[config.mk]
export PLATFORM = sky130hd
export DESIGN_NAME = alu
export DESIGN_NICKNAME = d
export VERILOG_FILES = /design/src/rtl/alu.sv
export SDC_FILE = /design/constraint.sdc
export NUM_CORES = 1
export LEC_CHECK = 0
export ABC_AREA = 1
export ABC_CLOCK_PERIOD_IN_PS = 5250
export CAP_MARGIN = 40
export CORE_MARGIN = 2
export CORE_UTILIZATION = 60
export CTS_BUF_LIST = sky130_fd_sc_hd__clkbuf_8
export DETAILED_ROUTE_END_ITERATION = 12
export PLACE_DENSITY_LB_ADDON = 0.05
export SETUP_SLACK_MARGIN = 0.3
export SLEW_MARGIN = 20
export SYNTH_ARGS = -nofsm -noshare
export SYNTH_HDL_FRONTEND = slang
export SYNTH_SLANG_ARGS = --single-unit
[constraint.sdc]
create_clock -name clk -period 5.25 [get_ports clk]
set_input_delay 1.05 -clock clk [delete_from_list [all_inputs] [get_ports clk]]
set_output_delay 1.05 -clock clk [all_outputs]
set_load 0.01 [all_outputs]
[src/rtl/alu.sv]
// ----------------------------------------------------------------------------
// alu -- self-sequencing registered ALU
//
// Purpose:
//   This ALU has no opcode input. An internal 3-bit selector, ALU_Sel, steps
//   through the eight operations in order and wraps from 111 back to 000:
//     000 ADD
//     001 SUB
//     010 AND
//     011 OR
//     100 XOR
//     101 XNOR
//     110 NAND
//     111 NOR
//   On every rising edge out of reset, the block does three things on the
//   same edge:
//     - registers f(ALU_Sel, A, B) into ALU_Out,
//     - registers the carry/borrow flag into CarryOut,
//     - advances ALU_Sel by one.
//   Latency is therefore exactly one cycle. ALU_Sel is kept as a named
//   register so that benches can read it hierarchically; it acts as the
//   block's visible state.
//
// Ports:
//   clk       in   rising-edge clock
//   reset     in   synchronous, active-low; clears ALU_Sel, ALU_Out, CarryOut
//   A, B      in   WIDTH-bit unsigned operands
//   ALU_Out   out  WIDTH-bit registered result
//   CarryOut  out  registered flag:
//                    ADD  carry out of bit WIDTH-1
//                    SUB  borrow (A < B)
//                    logic ops  0
// ----------------------------------------------------------------------------
module alu #(
    parameter int WIDTH = 8
) (
    input  logic             clk,
    input  logic             reset,
    input  logic [WIDTH-1:0] A,
    input  logic [WIDTH-1:0] B,
    output logic [WIDTH-1:0] ALU_Out,
    output logic             CarryOut
);

    localparam logic [2:0] SEL_ADD  = 3'b000;
    localparam logic [2:0] SEL_SUB  = 3'b001;
    localparam logic [2:0] SEL_AND  = 3'b010;
    localparam logic [2:0] SEL_OR   = 3'b011;
    localparam logic [2:0] SEL_XOR  = 3'b100;
    localparam logic [2:0] SEL_XNOR = 3'b101;
    localparam logic [2:0] SEL_NAND = 3'b110;
    localparam logic [2:0] SEL_NOR  = 3'b111;

    // Operation selector register; the name is kept for hierarchical access.
    logic [2:0]       ALU_Sel;
    logic [2:0]       alu_sel_d;

    logic [WIDTH-1:0] alu_out_q;
    logic [WIDTH-1:0] alu_out_d;
    logic             carry_q;
    logic             carry_d;

    // Both arithmetic results are one bit wider than the operands. For the
    // sum, the top bit is the carry. For the difference of zero-extended
    // operands, the top bit is set exactly when A < B, so it is the borrow.
    logic [WIDTH:0]   sum_w;
    logic [WIDTH:0]   diff_w;

    always_comb begin
        sum_w     = {1'b0, A} + {1'b0, B};
        diff_w    = {1'b0, A} - {1'b0, B};

        alu_out_d = '0;
        carry_d   = 1'b0;

        // Wraps 111 -> 000 naturally in 3 bits.
        alu_sel_d = ALU_Sel + 3'd1;

        case (ALU_Sel)
            SEL_ADD: begin
                alu_out_d = sum_w[WIDTH-1:0];
                carry_d   = sum_w[WIDTH];
            end
            SEL_SUB: begin
                alu_out_d = diff_w[WIDTH-1:0];
                carry_d   = diff_w[WIDTH];
            end
            SEL_AND:  alu_out_d = A & B;
            SEL_OR:   alu_out_d = A | B;
            SEL_XOR:  alu_out_d = A ^ B;
            SEL_XNOR: alu_out_d = ~(A ^ B);
            SEL_NAND: alu_out_d = ~(A & B);
            SEL_NOR:  alu_out_d = ~(A | B);
            default: begin
                alu_out_d = '0;
                carry_d   = 1'b0;
            end
        endcase
    end

    // Reset wins at any selector value; no operation is performed on a
    // reset edge.
    always_ff @(posedge clk) begin
        if (!reset) begin
            ALU_Sel   <= SEL_ADD;
            alu_out_q <= '0;
            carry_q   <= 1'b0;
        end else begin
            ALU_Sel   <= alu_sel_d;
            alu_out_q <= alu_out_d;
            carry_q   <= carry_d;
        end
    end

    // Outputs come straight from flops, so there is no combinational path
    // from A or B to the outputs.
    assign ALU_Out  = alu_out_q;
    assign CarryOut = carry_q;

endmodule

==> flow_results.org, run 1 <==
** Run status
- The flow ran to the end, and the final reports show no timing, DRC or antenna violations.

** Clock network
- Counting along the longest clock path gives a buffer depth of 2.
- Buffer type at the clock tree root :: clkbuf_8
- Post-CTS repair changed the size of 0 cells.
- CTS Hold Bufs :: 0
- After clock tree synthesis, the clock-pin slew on the worst setup and hold paths is 0.05 ns.
- The clock reaches the later pin of the worst-skew pair after 0.24 ns.
- CTS built an H-tree with a depth of 1.
- Clock tree from TritonCTS :: done
- Buffers added to address setup during post-CTS repair amount to 0.
- TritonCTS created 3 clock buffers.
- Clock tree synthesis found a total of 12 sinks.

** Synth
- In this run, synthesis produced a sequential element count of 12.
- For this run, the register share of the synthesized area comes to 0.140.
- Proportion of netlist area held by the largest area contributor :: 0.219
- Synthesis Warnings :: 0
- The cell area that synthesis handed to floorplanning was 0.00171 sq mm.
- Synthesis produced a netlist with a net count of 324.
- Mean cell area of the mapped netlist :: 6.25 sq um
- Area leader, netlist :: ha_1
- Post-synth EDFFs :: 0
- Main flop type after synthesis :: dfxtp_1
- In the synthesized netlist, the number of instances is 274.
- Synth top cells by count :: nand2_1 (62), inv_1 (42), ha_1 (30)
- Async S/R FF share, synth :: 0
- Cell types with the largest area share after synthesis :: ha_1 (22%), dfxtp_1 (14%), nand2_1 (14%), inv_1 (9.2%), nand3_1 (7.0%)
- Dominant cell by count in the synthesized netlist :: nand2_1
- Synthesis instantiated 32 different standard cells from the library.

** GRT
- Overflow after GRT :: 0
- Vias in the first global route :: 1,706
- Largest net degree at the start of global routing :: 12
- Global-route wire length before repair :: 7.61 mm
- The number of antenna violations at the first check in global routing came to 0.
- All-layer global routing usage :: 0.290

** Min path
- Worst hold path type :: register to register

** Floorplan
- # rows :: 19
- The die covers 0.00330 sq mm.
- Initial standard-cell utilization of the core :: 0.627
- Number of placed I/O pins :: 27
- X dimension of the die :: 57.4 um
- Core area :: 0.00273 sq mm
- Measured along the y axis, the die boundary spans 57.4 um.

** Power
- Power spread over the standard cell area amounts to 198 mW/mm^2.
- Maximum vdd ir drop :: 0.000280 V
- The analysis attributes to cell leakage a power of 1.07 nW.
- Overall power consumption after layout is estimated at 0.403 mW.

** Placement
- Port Buffers :: 26
- Detailed placement finished with a half-perimeter wire length of 3.46 mm.
- Placer's final routability congestion estimate :: 0.894
- Counting tap cells, the placed design contains a total of 326 instances.
- Timing analysis after detailed placement gives a worst setup slack of 2.14 ns.

** Timing
- Static timing analysis puts the maximum clock frequency at 0.347 GHz.
- Worst slew margin relative to its limit :: 0.702
- Across the routed clock network, the largest skew measured is 0.00110 ns.
- Final Max Slew Viols :: 0
- Unrepaired setup endpoints after global routing :: false
- The worst path in the final design needs a cycle of 2.88 ns, including I/O delays and setup.
- For the pin with the worst max-slew slack, the measured transition is 0.447 ns.
- Setup violations remaining at the end of the flow were counted as 0.
- Dividing the final minimum period by the clock period gives 0.549.
- Final number of hold-violating endpoints :: 0
- Setup total negative slack on the finished layout was measured at 0 ns.
- After layout, the worst setup slack is 2.37 ns.

** Worst setup path
- Crit path required time :: 5.39 ns
- Setup crit start kind :: input port
- By startpoint and endpoint, the worst setup path is classified as input port to register.
- Kind of capture point of the worst setup path :: register
- Data on the critical path arrives at its endpoint at 3.02 ns.
- In this run the worst path has a maximum fanout of 9.

** Routing
- After detailed routing, the number of remaining DRC violations is 0.
- The detailed router finished its first iteration with 110 violations.
- For this block, the routed nets add up to 4.51 mm of wire.
- Dividing the detail-routed wire length by the instance count gives 13.7 um.
- The first detailed-routing pass ran for 4 iterations.
- Per-cell via count in the routed design :: 5.57
- Post-route antenna net violation count :: 0
- Count of vias placed by the detailed router :: 1,839

** Final layout
- Share of post-route cells with drive strength above 1 :: 0.0702
- Number of nets in the final layout :: 350
- Number of standard cells in the final layout excluding fillers :: 330
- The repair_antennas step left the layout with diodes totalling 0.
- Layout overhead on the synthesized area :: 18.8%

** Flow run
- Total of max-cap violations :: 0
## per-layer routing
metal  global-route usage  part of all wire
met2                0.513              0.48
met4               0.0864             0.018
met3               0.0385             0.089
met1                0.364              0.41
met5                    0                 0
## final cells by class
| type | instances | area [sq um] |
|---|---|---|
| tap | 31 | 38.8 |
| timing repair buffer | 26 | 260 |
| sequential | 12 | 240 |
| multi-input combinational | 203 | 1240 |
| fill | 261 | 698 |
| inverter | 54 | 203 |
| clock buffer | 4 | 55.1 |
## through the flow
step | hold slack [ns] | util | area (sq um)
after global placement | 0.447 | 0.724 | 1980
final | 0.466 | 0.745 | 2040
after floorplan | 0.433 | - | 1710
after CTS | 0.466 | 0.745 | 2040
after global routing | 0.536 | 0.745 | 2040
after detailed placement | 0.458 | 0.724 | 1980
## cells in the final DEF, fill, tap and decap left out, types with 2 or more instances in the layout
| cell | synthesis | layout |
|---|---|---|
| nand2_1 | 62 | 62 |
| inv_1 | 42 | 42 |
| ha_1 | 30 | 30 |
| nor2_1 | 26 | 26 |
| clkdlybuf4s50_1 | 0 | 26 |
| nand3_1 | 24 | 24 |
| a21oi_1 | 16 | 16 |
| dfxtp_1 | 12 | 12 |
| inv_2 | 11 | 11 |
| o21ai_0 | 9 | 9 |
| nand4_1 | 5 | 5 |
| clkbuf_8 | 0 | 4 |
| nor4_1 | 3 | 3 |
| nor3_1 | 3 | 3 |
| o22ai_1 | 3 | 3 |
| nor2_4 | 2 | 2 |
| o21ai_1 | 2 | 2 |
| nand3b_1 | 2 | 2 |
| o211ai_1 | 2 | 2 |
| o221ai_1 | 2 | 2 |
| fa_1 | 2 | 2 |
## path summary, 6_finish.rpt
| kind | startpoint | to | slack, ns | cells after the start |
|---|---|---|---|---|
| max reg2reg | ALU_Sel[0] | ALU_Out[4] | 3.34 | 11 |
| min | ALU_Sel[0] | ALU_Sel[0] | 0.47 | 1 |
| min reg2reg | ALU_Sel[0] | ALU_Sel[0] | 0.47 | 1 |
| max | A[2] | ALU_Out[3] | 2.37 | 11 |
## state kept, by name, indices dropped and copies added, names as in the netlist
| name | cells |
|---|---|
| ALU_Sel | 3 |
| CarryOut | 1 |
| ALU_Out | 8 |
## kinds of logic after synthesis
family	count (synthesis)	synth area share
fa+ha+maj	32	0.243
simple gates	132	0.348
flops	12	0.140
xor+xnor	2	0.0102
buf+inv	59	0.137
compound gates	37	0.123
## where the power goes
part | leakage, nW | total (mW) | internal, mW | switching (mW)
clock | 0.0288 | 0.101 | 0.0663 | 0.0350
combinational | 0.947 | 0.192 | 0.0817 | 0.111
sequential | 0.0996 | 0.109 | 0.104 | 0.00537
total | 1.07 | 0.403 | 0.252 | 0.151
## worst max-delay path, cell delays in order
cell	delay, ns
clkdlybuf4s50_1	0.52
inv_1	0.06
ha_1	0.47
inv_2	0.06
or2_4	0.24
and2_4	0.14
or2_0	0.19
nand3_1	0.07
nand3_1	0.09
nand2_1	0.09
inv_1	0.04
No activity file was read; power rests on OpenSTA's default activity.
==> inputs of run 2 (changes only) <==
--- a/config.mk
+++ b/config.mk
@@ -6,10 +6,10 @@
 export NUM_CORES = 1
 export LEC_CHECK = 0
 export ABC_AREA = 1
-export ABC_CLOCK_PERIOD_IN_PS = 5250
+export ABC_CLOCK_PERIOD_IN_PS = 2600
 export CAP_MARGIN = 40
 export CORE_MARGIN = 2
-export CORE_UTILIZATION = 60
+export CORE_UTILIZATION = 51
 export CTS_BUF_LIST = sky130_fd_sc_hd__clkbuf_8
 export DETAILED_ROUTE_END_ITERATION = 12
 export PLACE_DENSITY_LB_ADDON = 0.05
==> constraint.sdc (replaced) <==
create_clock -name clk -period 2.6 [get_ports clk]
set_input_delay 0.52 -clock clk [delete_from_list [all_inputs] [get_ports clk]]
set_output_delay 0.52 -clock clk [all_outputs]
set_load 0.01 [all_outputs]
==> run 2 against run 1 <==
Compared with the run above: routed wire length decreased by 0.95%; clock power rose by 110%; design area is 4.0% higher; critical path type unchanged; highest routed layer unchanged.
==> flow_results.org, run 2 (same netlist as run 1, synthesis figures left out) <==
** Run status
- The run finished with clean final reports.

** Clock network
- For this design, the sink count on the clock tree is 12.
- Insertion delay of the later-clocked pin in the worst-skew pair :: 0.25 ns
- CTS Hold Bufs :: 0
- Register clock-pin slew on the reported worst setup and hold paths :: 0.06 ns
- No sink is reached through more buffers than the 2 on the longest clock path.
- Clock tree synthesis selected as its root buffer the cell clkbuf_8.
- H-tree lvl count :: 1
- TritonCTS built the clock tree.
- Clock buffer count from CTS :: 3

** Worst setup path
- Kind of capture point of the worst setup path :: register
- The most critical setup path has its startpoint at B[0].
- The startpoint identified for the worst register-to-register timing path is ALU_Sel[0].
- Crit-path max FO :: 4
- The worst setup path is of the input port to register kind.
- Setup crit start kind :: input port
- Crit path required time :: 2.78 ns
- STA puts the critical path data arrival time at 2.38 ns.

** Routing
- The first TritonRoute pass finished after 4 iterations.
- Count of vias placed by the detailed router :: 1,832
- After detailed routing, the number of vias per cell comes to 5.25.
- Summed over all layers, the routed wires come to 4.46 mm.
- Average detailed-routed wire length per instance :: 12.8 um
- For this run, design rule violations remaining after detail routing come to 0.
- Post-route antenna net violation count :: 0
- The detailed router finished its first iteration with 87 violations.

** Timing
- On the final layout, the worst clock skew is 0.000723 ns.
- Unrepaired setup endpoints after global routing :: true
- Final critical-path share of the clock period :: 0.846
- The worst path in the final design needs a cycle of 2.20 ns, including I/O delays and setup.
- The worst pin sits at a relative slew slack of 0.713.
- The number of pins with negative max-slew slack in the final report is 0.
- The final number of hold-violating endpoints is 0.
- Highest clock rate :: 0.455 GHz
- Transition at the pin with the smallest max-transition slack :: 0.431 ns
- Across all hold checks on the routed design, the worst slack comes to 0.471 ns.
- Total negative slack :: 0 ns
- Final Setup Violations :: 0

** Floorplan
- X dimension of the die :: 62.0 um
- The core region is 0.00328 sq mm.
- The floorplan step defined a die boundary enclosing 0.00384 sq mm.
- Initial standard-cell utilization of the core :: 0.522
- The floorplan has 21 rows.
- 27 I/O pins were placed.
- Height of the die :: 62.0 um

** Min path
- Worst hold path type :: register to register
- The worst hold path begins at ALU_Sel[0].

** Final layout
- Most common cell after layout, fill and taps aside :: nand2_1
- Flip-flop count of the largest register after layout :: 8
- The repair_antennas step left the layout with diodes totalling 0.
- Number of standard cells in the final layout excluding fillers :: 349
- Of the cells placed in the final design, the portion with a size suffix greater than 1 is 0.109.
- Leaving out fill and tap cells, the most frequent cells in the layout are nand2_1 (60), inv_1 (42), nor2_1 (26), ha_1 (25), clkdlybuf4s50_1 (25).
- After the last flow step, the layout net total stands at 354.
- Compared with the post-synthesis result, the final layout area differs by 23.6%.

** Power
- Power Dens Cells :: 392 mW/mm^2
- Maximum vdd ir drop :: 0.000163 V
- Leakage power total :: 1.10 nW

** Placement
- Cell count after placement :: 345
- Port buffering added 26 buffers.
- Detailed placement finished with a half-perimeter wire length of 3.46 mm.
- The congestion estimate from routability-driven global placement came to 0.887.

** GRT
- The number of global-route vias before repair is 1,601.
- Global-route wire length before repair :: 7.14 mm
- Largest net degree at the start of global routing :: 10
- The total overflow left after global routing is 0.
- Across every metal layer, demand over resource in global routing totals 0.250.
- Antenna violations before repair :: 0

** Flow run
- Across the run, the number of max-cap violations was 0.
## run 2: cell types whose count changed in the layout (fill, tap and decap cells not counted), sizes merged
cell and delta:
buf +4, dlymetal6s2s +1, clkdlybuf4s50 -1
## run 2: area by class of cell
type                       count  area (sq um)
timing repair buffer          30           293
fill                         333          1170
multi-input combinational    203          1270
tap                           46          57.6
sequential                    12           240
clock buffer                   4          55.1
inverter                      54           203
## run 2: where the power goes
group / internal (mW) / switching (mW) / total (mW)
Clock: 0.134 / 0.0788 / 0.213
Sequential: 0.210 / 0.0108 / 0.220
Combinational: 0.175 / 0.222 / 0.397
Total: 0.519 / 0.312 / 0.830
## run 2: per-stage QoR
step,utilization,worst slack (ns),area [sq um],power [mW]
2_1_floorplan,-,0.768,1710,0.472
3_3_place_gp,0.618,0.0543,2030,0.607
3_5_place_dp,0.618,0.0671,2030,0.610
4_1_cts,0.635,0.301,2080,0.820
5_1_grt,0.645,0.242,2120,0.891
6_report,0.645,0.401,2120,0.830
## run 2: timing repair
action,CTS,global route
hold endpoints to repair,0,0
setup buffers,0,0
setup endpoints to repair,0,4
gates resized for setup,0,10
## run 2: critical path, stage by stage
cell and delay [ns]:
clkdlybuf4s50_1 0.54, ha_4 0.18, inv_1 0.06, fa_1 0.41, inv_1 0.07, nand3_1 0.07
nand2_2 0.11, nand2_1 0.07, nand2_1 0.06, nand2_1 0.05, nand3_1 0.07, nand2_1 0.05
a21oi_1 0.11
## run 2: path summary, 6_finish.rpt
kind	slack, ns	end	cells past startpoint
hold reg to reg	0.47	ALU_Sel[0]	1
hold / removal	0.47	ALU_Sel[0]	1
setup / recovery	0.40	ALU_Out[6]	13
setup reg to reg	0.72	ALU_Out[4]	11
## run 2: layer usage
metal / wire length [um] / track usage / vias to the layer above
met5: 0 / 0 / -
met4: 74 / 0.0729 / 0
met3: 371 / 0.0207 / 9
met2: 2110 / 0.421 / 71
met1: 1910 / 0.340 / 817
li1: - / - / 935
==> inputs of run 3 (changes only) <==
--- a/config.mk
+++ b/config.mk
@@ -6,7 +6,7 @@
 export NUM_CORES = 1
 export LEC_CHECK = 0
 export ABC_AREA = 1
-export ABC_CLOCK_PERIOD_IN_PS = 2600
+export ABC_CLOCK_PERIOD_IN_PS = 1880
 export CAP_MARGIN = 40
 export CORE_MARGIN = 2
 export CORE_UTILIZATION = 51
==> constraint.sdc (replaced) <==
create_clock -name clk -period 1.88 [get_ports clk]
set_input_delay 0.376 -clock clk [delete_from_list [all_inputs] [get_ports clk]]
set_output_delay 0.376 -clock clk [all_outputs]
set_load 0.01 [all_outputs]
==> run 3 against run 2 <==
Compared with the run above: final cell count grew 12%; clock-buffer cell count unchanged; clock power grew 33%; routed wire length is 25% higher; setup slack got worse by 0.18 ns; flip-flop and latch count is the same; register-to-register slack worse by 0.50 ns; design area up 30%; critical path depth fell by 5; via count grew 14%.
==> flow_results.org, run 3 (same netlist as run 1, synthesis figures left out) <==
** Worst setup path
- The worst setup path is launched from a register.
- Category of cells accounting for the largest share of critical-path delay :: flip-flops
- In this run the register-to-register setup slack is 0.22 ns.
- Largest stage delay, worst path :: 0.37 ns
- On the critical path, the stage with the largest delay is an instance of dfxtp_4.
- Crit path required time :: 2.00 ns
- Critical Path Most Common Cell :: ha_4
- In this run the worst path has a maximum fanout of 6.
- STA classifies the critical path endpoint as a register.
- Source of the critical timing path :: ALU_Sel[0]
- STA puts the critical path data arrival time at 1.77 ns.
- List of cells traversed by the critical path :: ha_4, ha_4, buf_6, buf_4, nand2_1, o221ai_1, nor3_1, a21oi_1
- Buffering stage count on the worst path with inverters included :: 2
- WS Path Type :: register to register
- Launch point of the worst reg-to-reg path :: ALU_Sel[0]

** Clock network
- Insertion delay of the later-clocked pin in the worst-skew pair :: 0.24 ns
- Clock-pin slew was measured on the worst setup and hold paths at 0.06 ns.
- Clock sink count :: 12
- Counting the buffers created by CTS gives 3.
- Maximum buffer depth of the clock tree :: 2
- The tree is rooted in a clkbuf_8.
- H-tree lvl count :: 1
- TritonCTS built the clock tree.

** Final layout
- After filler insertion, the fill cell instance count of the layout stands at 208.
- Number of nets in the final layout :: 396
- The library cell used most frequently in the layout, excluding fill and tap cells, is nand2_1.
- Flip-flop count of the largest register after layout :: 8
- Count of antenna diodes in the layout :: 0
- Leaving out fill and tap cells, the most frequent cells in the layout are nand2_1 (51), buf_4 (43), nor2_1 (25), inv_1 (23), inv_2 (20).
- The sequential cells in the finished layout cover a total of 251 sq um.
- Area of all placed cells without fillers :: 0.00276 sq mm
- Multi-input logic area :: 0.00157 sq mm
- Compared with the post-synthesis result, the final layout area differs by 60.9%.
- Share of post-route cells with drive strength above 1 :: 0.432
- Utilization after layout :: 0.839

** GRT
- All-layer global routing usage :: 0.283
- The number of antenna violations at the first check in global routing came to 0.
- The number of global-route vias before repair is 1,854.
- The first global-routing pass estimated 8.18 mm of wire.
- Entering global routing, the biggest net connects 9 pins.
- Overflow after GRT :: 0

** Floorplan
- Height of the die :: 62.0 um
- # rows :: 21
- X dimension of the die :: 62.0 um
- Number of placed I/O pins :: 27
- The die covers 0.00384 sq mm.
- Core area :: 0.00328 sq mm
- Initial standard-cell utilization of the core :: 0.522

** Power
- The analysis attributes to cell leakage a power of 1.35 nW.
- Maximum vdd ir drop :: 0.000215 V
- Power Dens Cells :: 495 mW/mm^2
- The design draws 1.36 mW.

** Placement
- Estimated wirelength of the detail-placed design :: 3.67 mm
- The congestion estimate from routability-driven global placement came to 0.957.
- Once placement finished, the instance area stood at 0.00233 sq mm.
- Port Buffers :: 26

** Timing
- Shortest clock period the worst path allows after layout :: 1.66 ns
- Highest clock rate :: 0.603 GHz
- For the pin with the worst max-slew slack, the measured transition is 0.298 ns.
- Final Max Slew Viols :: 0
- Unrepaired setup endpoints after global routing :: true
- Setup violations remaining at the end of the flow were counted as 0.
- The final number of hold-violating endpoints was 0.
- In the finished design, the share of the clock period the worst path needs comes to 0.882.
- Worst Skew :: 0.00346 ns
- Headroom to the max-slew limit came out at 0.799.

** Routing
- Remaining DRCs :: 0
- After detailed routing, the average wire length per cell comes to 14.3 um.
- The pre-antenna-repair detailed-routing pass consisted of 6 iterations.
- Per-cell via count in the routed design :: 5.36
- After detailed routing, the total wire length is 5.59 mm.
- Number of design-rule violations left by the first detailed-router iteration :: 197
- The count of nets left with antenna violations once routing finished came out at 0.
- Count of vias placed by the detailed router :: 2,094

** Flow run
- Total of max-cap violations :: 0

** Run status
- The run finished with clean final reports.

** Min path
- The worst hold path belongs to the class register to register.
- Launch point of the worst hold path :: ALU_Sel[0]
## run 3: layout make-up
cell class                 instances  area share
timing repair buffer              72       0.212
multi-input combinational        203       0.568
tap                               46      0.0209
inverter                          54      0.0872
clock buffer                       4      0.0200
sequential                        12      0.0912
## run 3: timing repair
action                                  in CTS  in global routing
hold buffers                                 0                  0
setup buffers                                5                  4
cloned                                       0                  0
hold endpoints to repair                     0                  0
resized for setup                           77                 68
endpoints found under the setup margin       9                  7
pin swaps                                   23                 30
## run 3: final timing paths
path | end | depth (start not counted)
worst max-delay path | ALU_Out[0] | 8
worst min-delay path | ALU_Sel[0] | 1
worst max register to register | ALU_Out[0] | 8
worst min register to register | ALU_Sel[0] | 1
## run 3: worst register-to-register path, delay by kind of cell, from the launching register on
kind,cells,cell delay (ns)
AO/OA/AOI/OAI,2,0.24
flip-flops,1,0.37
AND/OR/NAND/NOR,2,0.29
buffers and inverters,2,0.29
adder cells (fa/ha/maj),2,0.35
## run 3: routing by layer
layer | up-vias | track usage | part of all wire
met5 | - | 0 | 0
met2 | 107 | 0.487 | 0.49
li1 | 1023 | - | -
met1 | 945 | 0.379 | 0.41
met4 | 0 | 0.0760 | 0.025
met3 | 19 | 0.0248 | 0.075
## run 3: stage by stage
stage | setup TNS, ns | worst slack [ns] | instances | hold slack [ns]
2_1_floorplan | 0 | 0.202 | 274 | 0.435
3_3_place_gp | -2.65 | -0.406 | 378 | 0.451
3_5_place_dp | -2.91 | -0.428 | 378 | 0.464
4_1_cts | 0 | 0.291 | 387 | 0.439
5_1_grt | 0 | 0.203 | 391 | 0.503
6_report | 0 | 0.222 | 391 | 0.488
## run 3: power breakdown
part           switching (mW)  total [mW]  leakage, nW  internal [mW]
Clock                  0.0984       0.284       0.0288          0.185
Sequential             0.0206       0.311        0.102          0.290
Combinational           0.399       0.770         1.22          0.371
